File: src/rtl/fifo_pkg.sv
// Shared definitions for the FIFO-fed UART transmitter.
//   uart_state_t    : transmitter FSM state encoding
//   UART_DATA_BITS  : payload bits per frame
//   UART_IDLE_LEVEL : serial line level when no frame is in flight
package fifo_pkg;

    typedef enum logic [1:0] {
        IDLE  = 2'd0,
        START = 2'd1,
        DATA  = 2'd2,
        STOP  = 2'd3
    } uart_state_t;

    localparam int unsigned UART_DATA_BITS  = 8;
    localparam logic        UART_IDLE_LEVEL = 1'b1;

endpackage

File: src/rtl/baud_tick.sv
// Bit-time generator: a CLKS_PER_BIT down-counter that pulses bit_done for one cycle
// at the end of every bit period while run is high.
//   clk      : clock
//   rst_n    : asynchronous active-low reset
//   restart  : load a full bit period (asserted on the transfer edge)
//   run      : count while a frame is in flight
//   bit_done : one-cycle pulse on the last cycle of each bit
module baud_tick #(
    parameter int unsigned CLKS_PER_BIT = 4
) (
    input  logic clk,
    input  logic rst_n,
    input  logic restart,
    input  logic run,
    output logic bit_done
);

    localparam int unsigned     CNT_W  = (CLKS_PER_BIT > 1) ? $clog2(CLKS_PER_BIT) : 1;
    localparam logic [CNT_W-1:0] RELOAD = CNT_W'(CLKS_PER_BIT - 1);

    logic [CNT_W-1:0] cnt_q, cnt_d;

    always_ff @(posedge clk or negedge rst_n) begin
        if (!rst_n) begin
            cnt_q <= '0;
        end else begin
            cnt_q <= cnt_d;
        end
    end

    // Reload on every bit boundary so each bit lasts exactly CLKS_PER_BIT cycles.
    always_comb begin
        cnt_d = cnt_q;
        if (restart) begin
            cnt_d = RELOAD;
        end else if (run) begin
            if (cnt_q == '0) begin
                cnt_d = RELOAD;
            end else begin
                cnt_d = cnt_q - CNT_W'(1);
            end
        end
    end

    assign bit_done = run && !restart && (cnt_q == '0);

endmodule

File: src/rtl/fifo_uart_tx.sv
// UART 8N1 transmitter fed directly from a FIFO read port.
//   clk         : clock
//   rst_n       : asynchronous active-low reset
//   ena         : design enable; gates new transfers only
//   in_data     : byte at the FIFO head
//   in_valid    : FIFO not empty
//   in_ready    : FIFO pop strobe (combinational)
//   tx          : registered serial line, idle high
//   busy        : frame in flight
//   frames_sent : completed frame count, wraps modulo 256
module fifo_uart_tx
    import fifo_pkg::*;
#(
    parameter int unsigned CLKS_PER_BIT = 4,
    parameter int unsigned DATA_BITS    = 8
) (
    input  logic       clk,
    input  logic       rst_n,
    input  logic       ena,
    input  logic [7:0] in_data,
    input  logic       in_valid,
    output logic       in_ready,
    output logic       tx,
    output logic       busy,
    output logic [7:0] frames_sent
);

    uart_state_t               state_q, state_d;
    logic [UART_DATA_BITS-1:0] shift_q, shift_d;
    logic [2:0]                bit_idx_q, bit_idx_d;
    logic                      tx_q, tx_d;
    logic [7:0]                frames_q, frames_d;
    logic                      bit_done;
    logic                      transfer;
    logic                      last_bit;

    assign transfer = in_valid && in_ready;
    assign last_bit = (bit_idx_q == 3'(DATA_BITS - 1));

    baud_tick #(
        .CLKS_PER_BIT (CLKS_PER_BIT)
    ) u_baud_tick (
        .clk      (clk),
        .rst_n    (rst_n),
        .restart  (transfer),
        .run      (busy),
        .bit_done (bit_done)
    );

    // State register
    always_ff @(posedge clk or negedge rst_n) begin
        if (!rst_n) begin
            state_q <= IDLE;
        end else begin
            state_q <= state_d;
        end
    end

    // Next-state logic
    always_comb begin
        state_d = state_q;
        case (state_q)
            IDLE:    if (transfer)             state_d = START;
            START:   if (bit_done)             state_d = DATA;
            DATA:    if (bit_done && last_bit) state_d = STOP;
            STOP:    if (bit_done)             state_d = IDLE;
            default:                           state_d = IDLE;
        endcase
    end

    // Outputs; rst_n gates in_ready so no pop is issued while reset is held.
    always_comb begin
        in_ready = (state_q == IDLE) && ena && rst_n;
        busy     = (state_q != IDLE);
    end

    // Datapath registers
    always_ff @(posedge clk or negedge rst_n) begin
        if (!rst_n) begin
            shift_q   <= '0;
            bit_idx_q <= '0;
            tx_q      <= UART_IDLE_LEVEL;
            frames_q  <= '0;
        end else begin
            shift_q   <= shift_d;
            bit_idx_q <= bit_idx_d;
            tx_q      <= tx_d;
            frames_q  <= frames_d;
        end
    end

    // tx is loaded one bit ahead: each bit boundary presents shift_q[0] and shifts right.
    always_comb begin
        shift_d   = shift_q;
        bit_idx_d = bit_idx_q;
        tx_d      = tx_q;
        frames_d  = frames_q;
        case (state_q)
            IDLE: begin
                if (transfer) begin
                    shift_d   = in_data;
                    bit_idx_d = '0;
                    tx_d      = 1'b0;
                end
            end
            START: begin
                if (bit_done) begin
                    tx_d    = shift_q[0];
                    shift_d = shift_q >> 1;
                end
            end
            DATA: begin
                if (bit_done) begin
                    if (last_bit) begin
                        tx_d = UART_IDLE_LEVEL;
                    end else begin
                        tx_d      = shift_q[0];
                        shift_d   = shift_q >> 1;
                        bit_idx_d = bit_idx_q + 3'd1;
                    end
                end
            end
            STOP: begin
                if (bit_done) begin
                    frames_d = frames_q + 8'd1;
                end
            end
            default: begin
                tx_d = UART_IDLE_LEVEL;
            end
        endcase
    end

    assign tx          = tx_q;
    assign frames_sent = frames_q;

endmodule

File: config.mk
export PLATFORM = sky130hd
export DESIGN_NAME = fifo_uart_tx
export DESIGN_NICKNAME = d
export VERILOG_FILES = /design/src/rtl/fifo_pkg.sv /design/src/rtl/baud_tick.sv /design/src/rtl/fifo_uart_tx.sv
export SDC_FILE = /design/constraint.sdc
export NUM_CORES = 1
export LEC_CHECK = 0
export BUFFER_PORTS_ARGS = -buffer_cell sky130_fd_sc_hd__buf_4
export CORE_ASPECT_RATIO = 0.7
export CORE_MARGIN = 3
export CORE_UTILIZATION = 54
export CTS_CLUSTER_SIZE = 28
export DETAILED_ROUTE_END_ITERATION = 6
export PLACE_DENSITY = 0.76
export SLEW_MARGIN = 30
export SYNTH_ARGS = -nofsm -noshare
export SYNTH_HDL_FRONTEND = slang
export SYNTH_SLANG_ARGS = --single-unit
File: constraint.sdc
create_clock -name clk -period 2 [get_ports clk]
set_input_delay 0.1 -clock clk [delete_from_list [all_inputs] [get_ports clk]]
set_output_delay 0.1 -clock clk [all_outputs]
set_load 0.01 [all_outputs]
Word level (Yosys, flattened, before mapping)
Index checks and enable logic that the tools add are counted.
{"block": "word_totals", "regBits": 24, "latchBits": 0, "ramBits": 0, "mem_bits_ro": 0, "output_inout_bits": 11, "elab_cells": 59, "memories": 0}
{"block": "classes", "n_addsub": 3, "mul": 0, "n_div": 0, "order_cmp": 0, "eq_ne": 10, "shift": 0, "mux": 22, "n_bitwise": 0, "n_reduce_logical": 18}
{"operator": "8-bit 2-to-1 mux", "count": 4}
{"operator": "8-bit case mux with 3 select lines", "count": 1}
{"operator": "2-bit 2-to-1 mux", "count": 7}
{"operator": "4-bit AND reduction", "count": 3}
{"operator": "2-bit != test, second input constant", "count": 5}
{"operator": "3-bit 2-to-1 mux", "count": 3}
{"operator": "8-bit by 1-bit adder with 8-bit output, second input constant", "count": 1}
{"operator": "2-bit case mux with 4 select lines", "count": 1}
{"operator": "1-bit logical AND", "count": 6}
{"operator": "3-bit case mux with 2 select lines", "count": 1}
{"operator": "2-bit nonzero test", "count": 3}
{"operator": "5-bit AND reduction", "count": 1}
{"operator": "2-bit equality test, second input constant", "count": 2}
{"operator": "2-bit zero test", "count": 2}
{"operator": "1-bit 2-to-1 mux", "count": 4}
{"operator": "3-bit by 1-bit adder with 3-bit output, second input constant", "count": 1}
{"operator": "3-bit equality test, second input constant", "count": 1}
{"operator": "1-bit case mux with 3 select lines", "count": 1}
{"operator": "3-bit nonzero test", "count": 1}
{"operator": "2-bit by 1-bit equality test with 1-bit output, second input constant", "count": 1}
{"operator": "2-bit by 1-bit != test with 1-bit output, second input constant", "count": 1}
{"operator": "2-bit AND reduction", "count": 1}
{"operator": "2-bit by 1-bit subtractor with 2-bit output, second input constant", "count": 1}
{"operator": "1-bit zero test", "count": 1}

Depth between registers and ports, before layout
{"block": "logic_depth", "depth_word": 10, "ltp_mapped": 6}

By module
A second synthesis with hierarchy kept.
{"block": "unflattened", "cells_unflattened": 115, "hier_area_um2": 1351.3}
{"module": "fifo_uart_tx", "instances": 1, "cells_per_inst": 103, "area_per_inst_um2": 1241.2}
{"module": "baud_tick", "instances": 1, "cells_per_inst": 12, "area_per_inst_um2": 110.1}

Worst setup path after synthesis
OpenSTA, ideal clock, no wires.
{"block": "synth_timing", "path_kind": "register to register", "from": "reg state_q[0]", "to": "reg bit_idx_q[0]", "setup_ns": 0.126, "arrival_ns": 1.501, "slack_ns": 0.372, "stages_incl_launch_ff": 7, "n_path_buf": 0, "path_cell_list": "dfrtp_1 > inv_1 > ha_1 > nand2b_4 > a22oi_4 > nand2_1 > a221o_2"}
{"block": "synth_via", "elab_chain_cells": 9}
{"item": "from (decl)", "line": "fifo_uart_tx.sv:28", "text": "uart_state_t state_q, state_d;"}
{"item": "from (signal assigned)", "line": "fifo_uart_tx.sv:55", "text": "state_q <= state_d;"}
{"item": "2-bit zero test", "line": "fifo_uart_tx.sv:73, fifo_uart_tx.sv:98"}
{"item": "1-bit logical AND (2 in series)", "line": "fifo_uart_tx.sv:73", "text": "in_ready = (state_q == IDLE) && ena && rst_n;"}
{"item": "1-bit logical AND", "line": "fifo_uart_tx.sv:37", "text": "assign transfer = in_valid && in_ready;"}
{"item": "1-bit zero test", "line": "baud_tick.sv:45", "text": "assign bit_done = run && !restart && (cnt_q == '0);"}
{"item": "1-bit logical AND (2 in series)", "line": "baud_tick.sv:45"}
{"item": "2-bit != test (no line)"}
{"item": "4-bit AND reduction (no line)"}
{"item": "to (signal assigned)", "line": "fifo_uart_tx.sv:86", "text": "bit_idx_q <= bit_idx_d;"}
{"item": "to (decl)", "line": "fifo_uart_tx.sv:30", "text": "logic [2:0] bit_idx_q, bit_idx_d;"}
Parallel ways exist; a longest one is shown, timed or not.
A chain may end at the register's enable or synchronous reset.

Final worst setup path
{"block": "layout_timing", "from": "reg state_q[0]", "to": "reg shift_q[6]"}
{"block": "layout_via", "elab_chain_cells": 9}
{"item": "2-bit zero test", "line": "fifo_uart_tx.sv:73, fifo_uart_tx.sv:98"}
{"item": "1-bit logical AND (2 in series)", "line": "fifo_uart_tx.sv:73"}
{"item": "1-bit logical AND", "line": "fifo_uart_tx.sv:37"}
{"item": "1-bit zero test", "line": "baud_tick.sv:45"}
{"item": "1-bit logical AND (2 in series)", "line": "baud_tick.sv:45"}
{"item": "2-bit != test (no line)"}
{"item": "5-bit AND reduction (no line)"}
{"item": "to (signal assigned)", "line": "fifo_uart_tx.sv:85", "text": "shift_q <= shift_d;"}
{"item": "to (decl)", "line": "fifo_uart_tx.sv:29", "text": "logic [UART_DATA_BITS-1:0] shift_q, shift_d;"}
Parallel ways exist; a longest one is shown, timed or not.

==> results_tabular.tex <==
\begin{tabular}{lr}
\hline
Metric & Value \\
\hline
\multicolumn{2}{l}{\textbf{Setup path}} \\
\quad Crit path required time & 2.20 ns \\
\quad CP startpoint kind & flip-flop \\
\quad R2R depth & 6 \\
\quad Critical path class & reg2reg \\
\quad Cells along the critical path & inv\_1, ha\_1, nand2b\_4, a22oi\_4, nand3\_4, mux2\_2 \\
\quad Cell with the largest stage delay on the worst path & dfrtp\_1 \\
\quad Arrival @ worst endpoint & 2.05 ns \\
\quad CP bufs+invs & 1 \\
\quad Worst setup EP type & flip-flop \\
\quad Critical Path Stages & 6 \\
\quad Delay of the slowest critical-path stage & 0.43 ns \\
\quad CP delay by family, top & flip-flops \\
\quad CP Max Fanout & 8 \\
\multicolumn{2}{l}{\textbf{Global route}} \\
\quad Met2 GRT Util & 0.336 \\
\quad Residual overflow from global routing & 0 \\
\quad Via count of the first global-routing pass & 890 \\
\quad Total global-route track usage & 0.182 \\
\quad Initial antenna violation count & 0 \\
\quad Met1 Use GR & 0.223 \\
\quad Busiest grt layer & met2 \\
\quad Met3 Resource Use GR & 0.0502 \\
\quad Pin count of the biggest net entering global routing & 26 \\
\quad Global-route wire length before repair & 4150 um \\
\multicolumn{2}{l}{\textbf{Place}} \\
\quad Number of instances in the placed design & 162 \\
\quad Routability cong. & 0.763 \\
\quad Post-DP HPWL & 1870 um \\
\quad Number of port buffers & 22 \\
\multicolumn{2}{l}{\textbf{STA}} \\
\quad RSZ-0062 raised after global routing & false \\
\quad Setup TNS & 0 ns \\
\quad Shortest period the worst path allows & 1.84 ns \\
\quad Hold violation total from the final report & 0 \\
\quad Number of pins exceeding their max-slew limit in the final report & 0 \\
\quad Worst-case headroom to the max-slew limit & 0.787 \\
\quad Fmax & 543 MHz \\
\quad Final setup skew & 0.00824 ns \\
\quad Least-Margin Pin Slew & 0.319 ns \\
\quad Final setup violation count & 0 \\
\quad Period utilization & 0.921 \\
\multicolumn{2}{l}{\textbf{CTS}} \\
\quad Max H-tree Level & 1 \\
\quad TritonCTS buffer count & 3 \\
\quad Clock Path Buffers & 2 \\
\quad Clk pin slew, worst setup/hold paths & 0.12 ns \\
\quad Cts repair resizes & 0 \\
\quad Number of sinks handled by clock tree synthesis & 24 \\
\quad Clk\_lat worst skew & 0.31 ns \\
\quad Clock tree from TritonCTS & built \\
\quad Post-CTS repair timing setup buffer count & 0 \\
\quad Clock root cell & clkbuf\_4 \\
\multicolumn{2}{l}{\textbf{Power}} \\
\quad Post-layout power & 2.44 mW \\
\quad Worst ir drop on vdd & 0.000758 V \\
\quad Power density over the cells & 1560 nW/um2 \\
\quad Standby leakage power & 0.788 nW \\
\multicolumn{2}{l}{\textbf{Floorplan}} \\
\quad Die area & 3040 um2 \\
\quad Number of core rows & 14 \\
\quad Die span in y & 47.1 um \\
\quad Floorplan die width & 64.6 um \\
\quad Initial core utilization & 0.584 \\
\quad Standard cell core area & 2220 um2 \\
\quad I/O pin count & 23 \\
\multicolumn{2}{l}{\textbf{Finish}} \\
\quad Number of fill cells & 168 \\
\quad Finished Core Util & 0.705 \\
\quad Synth-to-Final Area Change & 20.6\% \\
\quad Nets@finish & 157 \\
\quad Fraction of final layout cells with drive strength greater than 1 & 0.422 \\
\quad Number of standard cells in the final layout excluding fillers & 167 \\
\quad ANT cells & 0 \\
\multicolumn{2}{l}{\textbf{Logic synthesis}} \\
\quad Post-synthesis async set-or-reset flop share & 1.00 \\
\quad Mean cell area of the mapped netlist & 12.0 um2 \\
\quad Number of flops mapped to enable cells by yosys & 0 \\
\quad Number of cells produced by synthesis & 108 \\
\quad Register bit count reported by yosys & 24 \\
\quad Largest cells by area after synthesis & dfrtp\_1 (44\%), mux2\_2 (16\%), ha\_1 (8.7\%), nand3\_1 (3.1\%), xnor2\_1 (2.7\%) \\
\quad Main synth FF type & dfrtp\_1 \\
\quad Proportion of netlist area held by the largest area contributor & 0.443 \\
\quad Sequential fraction of the synthesis area & 0.463 \\
\quad Post-synthesis cell area & 1300 um2 \\
\quad Library cell with the largest summed area after synthesis & dfrtp\_1 \\
\quad Synth warn & 0 \\
\quad Synthesized Nets & 129 \\
\quad Number of unique standard cell types used by synthesis & 28 \\
\multicolumn{2}{l}{\textbf{Worst hold path}} \\
\quad Hold Path Stages & 3 \\
\quad Hold WC Path Type & in2reg \\
\multicolumn{2}{l}{\textbf{Routing}} \\
\quad Detailed router's first-iteration violation count & 37 \\
\quad Pre-Repair DR Iteration Count & 6 \\
\quad Remaining number of nets flagged by the antenna check after routing & 0 \\
\quad Via/cell ratio & 5.22 \\
\quad DRC viols & 0 \\
\quad Vias post-DR & 871 \\
\quad Aggregate routed wire length & 2380 um \\
\quad Avg WL per Cell & 14.2 um \\
\multicolumn{2}{l}{\textbf{Flow run}} \\
\quad Max-cap violations & 0 \\
\multicolumn{2}{l}{\textbf{Status}} \\
\quad Result of the run & completed \\
\hline
\end{tabular}
-- final timing paths --
| kind | from | to | slack (ns) |
|---|---|---|---|
| max | state_q[0] | shift_q[6] | 0.16 |
| min | in_valid | u_baud_tick.cnt_q[0] | 0.04 |
| max reg2reg | state_q[0] | shift_q[6] | 0.16 |
| min reg2reg | frames_sent[7] | frames_sent[7] | 0.49 |
| max in group asynchronous | rst_n | tx | 1.42 |
| min in group asynchronous | rst_n | bit_idx_q[2] | 0.30 |
-- timing repair --
action | CTS | global route
hold endpoints to repair | 23 | 0
setup endpoints to repair | 0 | 0
hold buffers | 1 | 0
-- logic make-up (layout without fill, tap and decap cells) --
kind of cell	Yosys count	in the layout	synth area share
AND/OR/NAND/NOR	30	30	0.142
flip-flops	24	24	0.463
multiplexers	18	18	0.156
AO/OA/AOI/OAI	12	12	0.0789
adder cells (fa/ha/maj)	9	9	0.0866
buffers and inverters	8	35	0.0260
XOR/XNOR	7	7	0.0472
-- power breakdown --
group	switching (mW)	total [mW]	internal, mW
combinational	0.595	1.30	0.700
clock	0.142	0.345	0.202
sequential	0.128	0.803	0.675
-- sequential cells by signal (all words and copies together) (netlist names) --
name,count
frames_sent,8
bit_idx_q,3
u_baud_tick.cnt_q,2
state_q,2
shift_q,8
tx,1
-- metrics by stage --
step | area (um2) | hold slack [ns] | setup slack (ns)
after global placement | 1510 | 0.118 | 0.272
final | 1570 | 0.0376 | 0.158
after CTS | 1570 | 0.0296 | 0.152
after detailed placement | 1510 | 0.122 | 0.197
after global routing | 1570 | 0.0227 | 0.0238
after floorplan | 1300 | -0.196 | 0.372
-- metal layers --
metal  share of wire  up-vias  wire, um
met2            0.51       16      1210
li1                -      434         -
met4          0.0042        0        10
met3           0.037        2        87
met1            0.45      419      1070
met5               0        -         0
-- cell type report --
cell class              count  area, um2  share of cell area
clock buffers               3       22.5              0.0144
repair buffers             24        183               0.117
flip-flops and latches     24        602               0.384
well taps                  32       40.0              0.0255
multi-input cells          76        664               0.424
inverters                   7       26.3              0.0168
clock inverters             1       30.0              0.0192
-- worst min-delay path, cell delays in order --
cell and delay, ns:
buf_4 0.09, nand2_1 0.07, nand2_1 0.06
-- Yosys cell counts, types with 2 or more instances --
cell type and number:
dfrtp_1 23, mux2_2 18, ha_1 9, nand3_1 8
inv_1 7, nand2_1 7, o21ai_0 4, xnor2_1 4
and3_1 3, nor2_1 3, xor2_1 3, a21o_1 2
and4_2 2
-- layout by cell type, fill, tap and decap left out --
cell type,synthesis,routed
a21boi_0,1,1
a21o_1,2,2
a21oi_2,1,1
a221o_2,1,1
a22oi_4,1,1
a41o_2,1,1
and2b_2,1,1
and3_1,3,3
and4_2,2,2
buf_4,1,23
bufinv_16,0,1
clkbuf_4,0,3
dfrtp_1,23,23
dfstp_2,1,1
dlygate4sd3_1,0,1
ha_1,9,9
inv_1,7,7
mux2_2,18,18
nand2_1,7,7
nand2b_4,1,1
nand3_1,8,8
nand3_4,1,1
nand3b_1,1,1
nor2_1,3,3
nor3b_1,1,1
o211ai_1,1,1
o21ai_0,4,4
or2_2,1,1
or3_2,1,1
xnor2_1,4,4
xor2_1,3,3
Power figures use the tool's default switching activity.
